[src/rtl/alu_req_master.sv]
// Request master for the ALU pipeline: queues host commands, issues them with credit
// limiting, and returns results in order. Optional macro: ALU_DIV0_CHECK_EN.
module alu_req_master #(
  parameter int CMDQ_DEPTH      = 4,
  parameter int MAX_OUTSTANDING = 4
) (
  input  logic       clk,
  input  logic       reset,
  input  logic       cmd_valid,
  output logic       cmd_ready,
  input  logic [1:0] cmd_op,
  input  logic [3:0] cmd_a,
  input  logic [3:0] cmd_b,
  output logic [9:0] data,
  output logic       valid,
  input  logic       ready,
  input  logic [8:0] res_in,
  input  logic       res_valid,
  output logic       res_ready,
  output logic       rsp_valid,
  input  logic       rsp_ready,
  output logic [8:0] rsp_data,
  output logic [1:0] rsp_op,
  output logic       rsp_err,
  output logic       stray_err
);

  localparam int QPW = (CMDQ_DEPTH > 1) ? $clog2(CMDQ_DEPTH) : 1;
  localparam int QCW = $clog2(CMDQ_DEPTH + 1);
  localparam int TPW = (MAX_OUTSTANDING > 1) ? $clog2(MAX_OUTSTANDING) : 1;
  localparam int TCW = $clog2(MAX_OUTSTANDING + 1);
  localparam logic [QCW-1:0] QDEPTH = QCW'(CMDQ_DEPTH);
  localparam logic [TCW-1:0] TMAX   = TCW'(MAX_OUTSTANDING);
`ifdef ALU_DIV0_CHECK_EN
  localparam int TW = 3;
`else
  localparam int TW = 2;
`endif

  typedef enum logic {IDLE = 1'b0, DRIVE = 1'b1} state_t;

  state_t          state_q, state_d;
  logic [9:0]      data_q, data_d;
  logic [9:0]      cmdq_mem [CMDQ_DEPTH];
  logic [QPW-1:0]  q_wr_q, q_rd_q;
  logic [QCW-1:0]  q_cnt_q, q_cnt_d;
  logic [TW-1:0]   tag_mem [MAX_OUTSTANDING];
  logic [TPW-1:0]  t_wr_q, t_rd_q;
  logic [TCW-1:0]  out_cnt_q, out_cnt_d;
  logic            rsp_valid_q, rsp_valid_d;
  logic [8:0]      rsp_data_q, rsp_data_d;
  logic [1:0]      rsp_op_q, rsp_op_d;
  logic            stray_q;
  logic            push, xfer, retire, credit;
  logic [9:0]      cmd_word;
  logic [TW-1:0]   tag_word, tag_head;

  function automatic logic [QPW-1:0] q_inc(input logic [QPW-1:0] p);
    return (p == QPW'(CMDQ_DEPTH - 1)) ? '0 : p + QPW'(1);
  endfunction

  function automatic logic [TPW-1:0] t_inc(input logic [TPW-1:0] p);
    return (p == TPW'(MAX_OUTSTANDING - 1)) ? '0 : p + TPW'(1);
  endfunction

  assign cmd_ready = (q_cnt_q < QDEPTH);
  assign valid     = (state_q == DRIVE);
  assign data      = data_q;
  assign push      = cmd_valid && cmd_ready;
  assign xfer      = valid && ready;
  assign res_ready = (out_cnt_q != '0) && (!rsp_valid_q || rsp_ready);
  assign retire    = res_valid && res_ready;
  assign q_cnt_d   = q_cnt_q + QCW'(push) - QCW'(xfer);
  assign out_cnt_d = out_cnt_q + TCW'(xfer) - TCW'(retire);
  // Credit is judged on next-cycle occupancy so a retire frees a slot immediately.
  assign credit    = (out_cnt_d < TMAX);
  assign cmd_word  = {cmd_op, cmd_b, cmd_a};
  assign tag_head  = tag_mem[t_rd_q];

`ifdef ALU_DIV0_CHECK_EN
  logic rsp_err_q, rsp_err_d;
  assign tag_word = {(data_q[9:8] == 2'd3) && (data_q[7:4] == 4'd0), data_q[9:8]};
  assign rsp_err  = rsp_err_q;
`else
  assign tag_word = data_q[9:8];
  assign rsp_err  = 1'b0;
`endif

  assign rsp_valid = rsp_valid_q;
  assign rsp_data  = rsp_data_q;
  assign rsp_op    = rsp_op_q;
  assign stray_err = stray_q;

  // The driven entry stays in the queue until transferred; an empty queue with a
  // same-cycle push forwards the incoming command straight into the data register.
  always_comb begin
    state_d = state_q;
    data_d  = data_q;
    case (state_q)
      IDLE: begin
        if ((q_cnt_q != '0 || push) && credit) begin
          state_d = DRIVE;
          data_d  = (q_cnt_q != '0) ? cmdq_mem[q_rd_q] : cmd_word;
        end
      end
      DRIVE: begin
        if (xfer) begin
          if ((q_cnt_q > QCW'(1) || push) && credit) begin
            data_d = (q_cnt_q > QCW'(1)) ? cmdq_mem[q_inc(q_rd_q)] : cmd_word;
          end else begin
            state_d = IDLE;
          end
        end
      end
      default: state_d = IDLE;
    endcase
  end

  always_comb begin
    rsp_valid_d = rsp_valid_q;
    rsp_data_d  = rsp_data_q;
    rsp_op_d    = rsp_op_q;
`ifdef ALU_DIV0_CHECK_EN
    rsp_err_d   = rsp_err_q;
`endif
    if (retire) begin
      rsp_valid_d = 1'b1;
      rsp_op_d    = tag_head[1:0];
`ifdef ALU_DIV0_CHECK_EN
      rsp_err_d   = tag_head[2];
      rsp_data_d  = tag_head[2] ? 9'd0 : res_in;
`else
      rsp_data_d  = res_in;
`endif
    end else if (rsp_ready) begin
      rsp_valid_d = 1'b0;
    end
  end

  always_ff @(posedge clk) begin
    if (reset) begin
      state_q     <= IDLE;
      data_q      <= '0;
      q_wr_q      <= '0;
      q_rd_q      <= '0;
      q_cnt_q     <= '0;
      t_wr_q      <= '0;
      t_rd_q      <= '0;
      out_cnt_q   <= '0;
      rsp_valid_q <= 1'b0;
      rsp_data_q  <= '0;
      rsp_op_q    <= '0;
      stray_q     <= 1'b0;
`ifdef ALU_DIV0_CHECK_EN
      rsp_err_q   <= 1'b0;
`endif
    end else begin
      state_q     <= state_d;
      data_q      <= data_d;
      q_cnt_q     <= q_cnt_d;
      out_cnt_q   <= out_cnt_d;
      rsp_valid_q <= rsp_valid_d;
      rsp_data_q  <= rsp_data_d;
      rsp_op_q    <= rsp_op_d;
`ifdef ALU_DIV0_CHECK_EN
      rsp_err_q   <= rsp_err_d;
`endif
      if (push)   q_wr_q <= q_inc(q_wr_q);
      if (xfer)   q_rd_q <= q_inc(q_rd_q);
      if (xfer)   t_wr_q <= t_inc(t_wr_q);
      if (retire) t_rd_q <= t_inc(t_rd_q);
      if (res_valid && out_cnt_q == '0) stray_q <= 1'b1;
    end
  end

  // Storage arrays carry no reset; occupancy counters make stale entries invisible.
  always_ff @(posedge clk) begin
    if (push) cmdq_mem[q_wr_q] <= cmd_word;
    if (xfer) tag_mem[t_wr_q]  <= tag_word;
  end

endmodule

[config.mk]
export PLATFORM = sky130hd
export DESIGN_NAME = alu_req_master
export DESIGN_NICKNAME = d
export VERILOG_FILES = /design/src/rtl/alu_req_master.sv
export SDC_FILE = /design/constraint.sdc
export NUM_CORES = 1
export LEC_CHECK = 0
export CAP_MARGIN = 10
export CORE_MARGIN = 1.5
export CORE_UTILIZATION = 29
export DETAILED_ROUTE_END_ITERATION = 7
export PLACE_DENSITY_LB_ADDON = 0.15
export REMOVE_ABC_BUFFERS = 1
export SLEW_MARGIN = 20
export SYNTH_ARGS = -nofsm -noshare
export SYNTH_HDL_FRONTEND = slang
export SYNTH_SLANG_ARGS = --single-unit
[constraint.sdc]
create_clock -name clk -period 3.53 [get_ports clk]
set_input_delay 1.059 -clock clk [delete_from_list [all_inputs] [get_ports clk]]
set_output_delay 1.059 -clock clk [all_outputs]
set_load 0.05 [all_outputs]
-- Word-level counts from Yosys, hierarchy flattened
Memories as Yosys holds them, arrays and structs flattened. A register that Yosys moved wholly into a read port is not among the register bits.
Cells that the tools add are included.
Widths: inputs -> output; s select.
- word-level logic and storage cells: 70
- bits in registers: 36
- latch bits: 0
- bits in read-only memories: 0
- memory bits (writable): 48
- output and inout bits: 27
- memories: 2
- input bits: 25
- memory list (name ; depth ; bits a word ; read ports ; clocked after Yosys merged registers in ; wr ports ; line ; source):
    cmdq_mem ; 4 ; 10 ; 2 ; 1 ; 1 ; 44 ; logic [9:0] cmdq_mem [CMDQ_DEPTH];
    tag_mem ; 4 ; 2 ; 1 ; 1 ; 1 ; 47 ; logic [TW-1:0] tag_mem [MAX_OUTSTANDING];
- bitwise logic cells: 1
- eq/ne operators: 7
- shift operators: 0
- divide/modulo/power cells: 0
- multipliers: 0
- mux-type cells: 22
- order comparisons: 3
- add/sub/neg operators: 8
- reductions and logical operators: 16
- operators with widths (cell ; number):
    $mux 10 ; 5
    $pmux 10 s2 ; 1
    $mux 2 ; 6
    $mux 1 ; 9
    $add 2x1->2 const B ; 4
    $eq 2x2->1 const B ; 4
    $logic_and 1x1->1 ; 7
    $add 3x1->3 ; 2
    $lt 3x3->1 const B ; 2
    $reduce_bool 3->1 ; 2
    $sub 3x1->3 ; 2
    $ne 2x1->1 const B ; 2
    $gt 3x1->1 const B ; 1
    $logic_not 3->1 ; 1
    $logic_or 1x1->1 ; 3
    $reduce_and 3->1 ; 1
    $ne 2x2->1 const B ; 1
    $pmux 1 s2 ; 1
    $reduce_bool 2->1 ; 1
    $logic_not 1->1 ; 1
    $not 1->1 ; 1

-- Longest topological paths before layout
- word-level depth: 10
- depth in mapped cells: 13

-- Worst setup path after synthesis
Ideal clock, no wire load.
- path kind: input -> register
- from: input rsp_ready
- to: register data_q[0], in the netlist data[0]
- setup slack: -0.249 ns
- required time: 3.438 ns
- stages on the path: 13
- data arrival time: 3.687 ns
- cells stage by stage: nand2b_1 -> nand3b_1 -> buf_2 -> inv_1 -> ha_1 -> inv_1 -> ha_1 -> fa_1 -> xor3_2 -> o311ai_1 -> or3_1 -> buf_6 -> o32ai_1
- word-level cells in the longest chain between the ends: 8
- ends and longest elaborated chain (what ; line ; source):
    start: declaration ; 21 ; input logic rsp_ready,
    $logic_or 1x1->1 * ; 71 ; assign res_ready = (out_cnt_q != '0) && (!rsp_valid_q || rsp_ready);
    $logic_and 1x1->1 * ; 71 ;
    $logic_and 1x1->1 * ; 72 ; assign retire = res_valid && res_ready;
    net retire ; 54 ; logic push, xfer, retire, credit;
    $sub 3x1->3 * ; 74 ; assign out_cnt_d = out_cnt_q + TCW'(xfer) - TCW'(retire);
    $lt 3x3->1 * ; 76 ; assign credit = (out_cnt_d < TMAX);
    $logic_and 1x1->1 (on tied branches) ; 101, 108 ;
    $ne 2x2->1 (no line) or $ne 2x1->1 (tied branches) ; - ;
    $reduce_and 3->1 (no line) * ; - ;
    end signal: assignment ; 159 ; data_q <= data_d;
    end: declaration ; 43 ; logic [9:0] data_q, data_d;
The timed path passes the listed nets; every way through them passes the cells marked *.
A chain may end at the register's enable or synchronous reset.

-- Worst setup path in the final report
- from: input rsp_ready
- to: register data_q[2], in the netlist data[2]
The elaborated chain is that of the path after synthesis.

==> metrics.md <==
| Metric | Value |
|---|---|
| Status | completed |
| Standard-cell rows | 42 |
| Layout fillers | 1302 |
| Count of state elements after synthesis | 88 |
| Setup bufs post-CTS | 0 |
| Weighted congestion at the end of routability-driven global placement | 0.7416 |
| Initial antenna violation count | 0 |
| Highest routed layer | met4 |
| Min Clock Period, post-route | 3347 ps |
| Power Density | 785.3 nW/µm² |
| Clock sink count | 88 |
| Die height | 121.1 µm |
| DRC violation total after the first TritonRoute iteration | 195 |
| Drc violations | 0 |
| Ports placed on the boundary | 52 |
| Clock-pin slew on the worst setup and hold paths | 60 ps |
| CTS tree | done |
| Arr. time, crit path | 3600 ps |
| EDFF count, synth | 48 |
| Remaining number of nets flagged by the antenna check after routing | 0 |
| Met3 WL post-DR | 509 µm |
| Setup clock skew after layout | 8.953 ps |
| R2R Setup Slk | 440 ps |
| Top fanout value on the critical path | 5 |
| Overall routed net length | 9206 µm |
| Required time reported for the critical path endpoint | 3780 ps |
| Flip-flop cell with the highest count after synthesis | sky130_fd_sc_hd__edfxtp_1 |
| Detail Placement HPWL | 6086 µm |
| FF/Latch Area | 2242 µm² |
| Cell depth of the worst min-delay path | 2 |
| CTS Buffer Depth | 2 |
| Via total after detailed routing | 2654 |
| Final worst-path cycle share | 0.9481 |
| Endpoints failing hold | 0 |
| Startpoint of the lowest-slack register-to-register path | out_cnt_q[1] |
| Total grt overflow | 0 |
| Critical path capture point type | flop |
| Worst setup path category | in2reg |
| CTS buffer count | 9 |
| Mean routed wirelength per cell | 16.74 µm |
| Number of antenna diodes | 0 |
| Cell type with the highest occurrence count on the critical path | sky130_fd_sc_hd__inv_1 |
| Vias per Instance | 4.825 |
| Unrepaired setup endpoints after global routing | no |
| Top area cells in the synthesized netlist | sky130_fd_sc_hd__edfxtp_1 36%, sky130_fd_sc_hd__dfxtp_1 20%, sky130_fd_sc_hd__mux4_2 12% |
| Area used by multi-input combinational logic | 1753 µm² |
| Horizontal die dimension | 121.1 µm |
| Worst vdd rail ir drop | 288.2 µV |
| Cell at the slowest stage of the critical path | sky130_fd_sc_hd__or3_4 |
| Cell Area, Synth | 4048 µm² |
| Normalized max-slew margin | 0.4843 |
| Total length of routed met2 wires | 4493 µm |
| Crit Reg-Reg Endpoint | data[2] |
| Maximum single-stage delay on the critical path | 410 ps |
| Count of buffers from port buffering | 50 |
| Hold Path Class | reg2reg |
| Clock tree root buffer cell | sky130_fd_sc_hd__clkbuf_16 |
| Overall Global Routing Usage | 0.1365 |
| Share of async-settable or async-resettable flops after synthesis | 0 |
| Starting density of the core | 0.3009 |
| Total of max-cap violations | 0 |
| Area overhead of the layout relative to synthesis | 30.76% |
| Pin count of the biggest net entering global routing | 25 |
| Post-synthesis cell type count | 35 |
| Worst hold margin | 477.7 ps |
| Worst-Skew Late Latency | 340 ps |
| Synthesized netlist cell count | 309 |
| Fraction of final layout cells with drive strength greater than 1 | 0.1845 |
| Wire length of the first global-routing pass | 14720 µm |
| Final nets | 412 |
| Met1 Wirelength | 4031 µm |
| Mapped Avg Cell Area | 13.10 µm² |
| Total number of H-tree levels | 3 |
| Top-area cell type share of the netlist area | 0.3561 |
| Placeable Area | 13450 µm² |
| Via count of the first global-routing pass | 2807 |
| Leading area contributor after synthesis | sky130_fd_sc_hd__edfxtp_1 |
| Cells traversed along the worst timing path | dlymetal6s2s_1 -> nand2b_4 -> nand3b_1 -> inv_1 -> ha_1 -> inv_1 -> ha_2 -> fa_2 -> xor3_2 -> o311ai_4 -> or3_4 -> buf_8 -> o32ai_1 |
| Portion of the post-synthesis area used by sequential elements | 0.5539 |
| Number of max-slew violations in the final report | 0 |
| Area of the die | 14670 µm² |
| Number of cells on the worst reg-to-reg path | 12 |
| Worst hold start | stray_err |
| Length of the first detailed-routing pass in iterations | 4 |
| Hold EP | stray_err |
| Startpoint Class | input port |
| Number of failing setup endpoints in the final timing report | 0 |
| Number of cells after detailed placement | 533 |
| Synth Warn # | 0 |
| Leakage | 2.008 nW |
| Finished Layout Cells | 550 |
| Worst-margin pin slew | 772.5 ps |
| Fmax achieved | 298.8 MHz |
==> synthesized netlist by cell type, drive strengths merged (2+ instances only) <==
master and number:
a211oi 11, a21boi 10, a21o 11, a21oi 21, and2 5, and3 4
buf 8, clkbuf 10, dfxtp 40, edfxtp 48, fa 2, ha 16
inv 26, mux2i 12, mux4 22, nand2 11, nand2b 2, nor2 19
nor2b 4, nor3 4, o32ai 10, or3 3
==> metrics by stage <==
step	utilization	setup WS [ps]	setup TNS (ps)	power (mW)	area, µm²
global route	0.3934	110.4	0	4.396	5293
CTS	0.3824	26.47	0	4.012	5145
floorplan	-	-298.0	-2932	2.388	3964
detailed placement	0.3579	-363.5	-3226	2.955	4815
global placement	0.3579	-287.3	-2731	2.937	4815
finish	0.3934	183.3	0	4.156	5293
==> power by group <==
| group | switching (mW) | internal (mW) | total, mW | leakage [nW] |
|---|---|---|---|---|
| clock network | 0.392 | 0.638 | 1.03 | 0.153 |
| registers | 0.118 | 1.24 | 1.36 | 0.768 |
| logic | 1.01 | 0.758 | 1.77 | 1.09 |
| total | 1.52 | 2.64 | 4.16 | 2.01 |
==> worst max-delay path by stage <==
stage / from / end / slack, ps / cells past startpoint
after floorplan: rsp_ready / data[0] / -300 / 11
after global placement: rsp_ready / data[7] / -290 / 13
after detailed placement: rsp_ready / data[7] / -360 / 13
after CTS: rsp_ready / data[6] / 30 / 13
after global routing: rsp_ready / data[7] / 110 / 13
final: rsp_ready / data[2] / 180 / 13
==> state kept, by name (all words and copies together) (netlist names), 3 cells and up, named ones only <==
signal / count
rsp_data: 9
q_cnt_q: 3
cmdq_mem: 40
out_cnt_q: 3
data: 10
tag_mem: 8
==> critical path, delay by kind of cell <==
family / cells / cell delay, ps
xor gates and xnor gates: 1 / 350
buffers and inverters: 4 / 380
adders and majority gates: 3 / 800
and+or+nand+nor: 3 / 640
AOI/OAI and AO/OA: 2 / 360
==> cells by family after synthesis <==
kind of cell,Yosys count,share of synthesized area
AO/OA/AOI/OAI,67,0.1147
XOR/XNOR,2,0.008346
adder cells (fa/ha/maj),18,0.05935
buffers and inverters,44,0.04482
flip-flops,88,0.5539
multiplexers,34,0.1521
other,1,0.0009265
AND/OR/NAND/NOR,55,0.06584
==> layout by cell type (no fill, tap or decap), drive strengths merged, types with 3 or more instances in the layout <==
cell type / synthesis / final
edfxtp: 48 / 48
ha: 16 / 16
nor2b: 4 / 4
nor2: 19 / 19
a21o: 11 / 11
clkdlybuf4s50: 0 / 46
and2: 5 / 5
and3: 4 / 4
a211oi: 11 / 11
mux4: 22 / 22
a21boi: 10 / 10
mux2i: 12 / 12
buf: 8 / 18
dlymetal6s2s: 0 / 3
or3: 3 / 3
nand2: 11 / 11
clkbuf: 10 / 11
a21oi: 21 / 21
nor3: 4 / 4
dfxtp: 40 / 40
inv: 26 / 26
o32ai: 10 / 10
==> what timing repair did <==
action | 4_1_cts | 5_1_grt
pin swaps | 0 | 4
hold buffers | 0 | 0
gates cloned | 0 | 1
gates resized for setup | 1 | 24
endpoints found under the hold margin | 0 | 0
setup endpoints to repair | 1 | 10
==> layout make-up <==
cell class              instances  share of cell area
clock buffers                  11             0.04586
repair buffers                 67              0.1241
clock inverters                 5             0.01513
inverters                      26             0.01844
multi-input cells             177              0.3312
well taps                     176             0.04161
flip-flops and latches         88              0.4236
==> metal layers <==
metal  vias up  global-route usage
li1       1269                   -
met1      1323              0.1733
met2        51              0.2223
met3        11             0.03383
met4         0             0.05735
met5         -                   0
(Power assumes the default switching activity.)
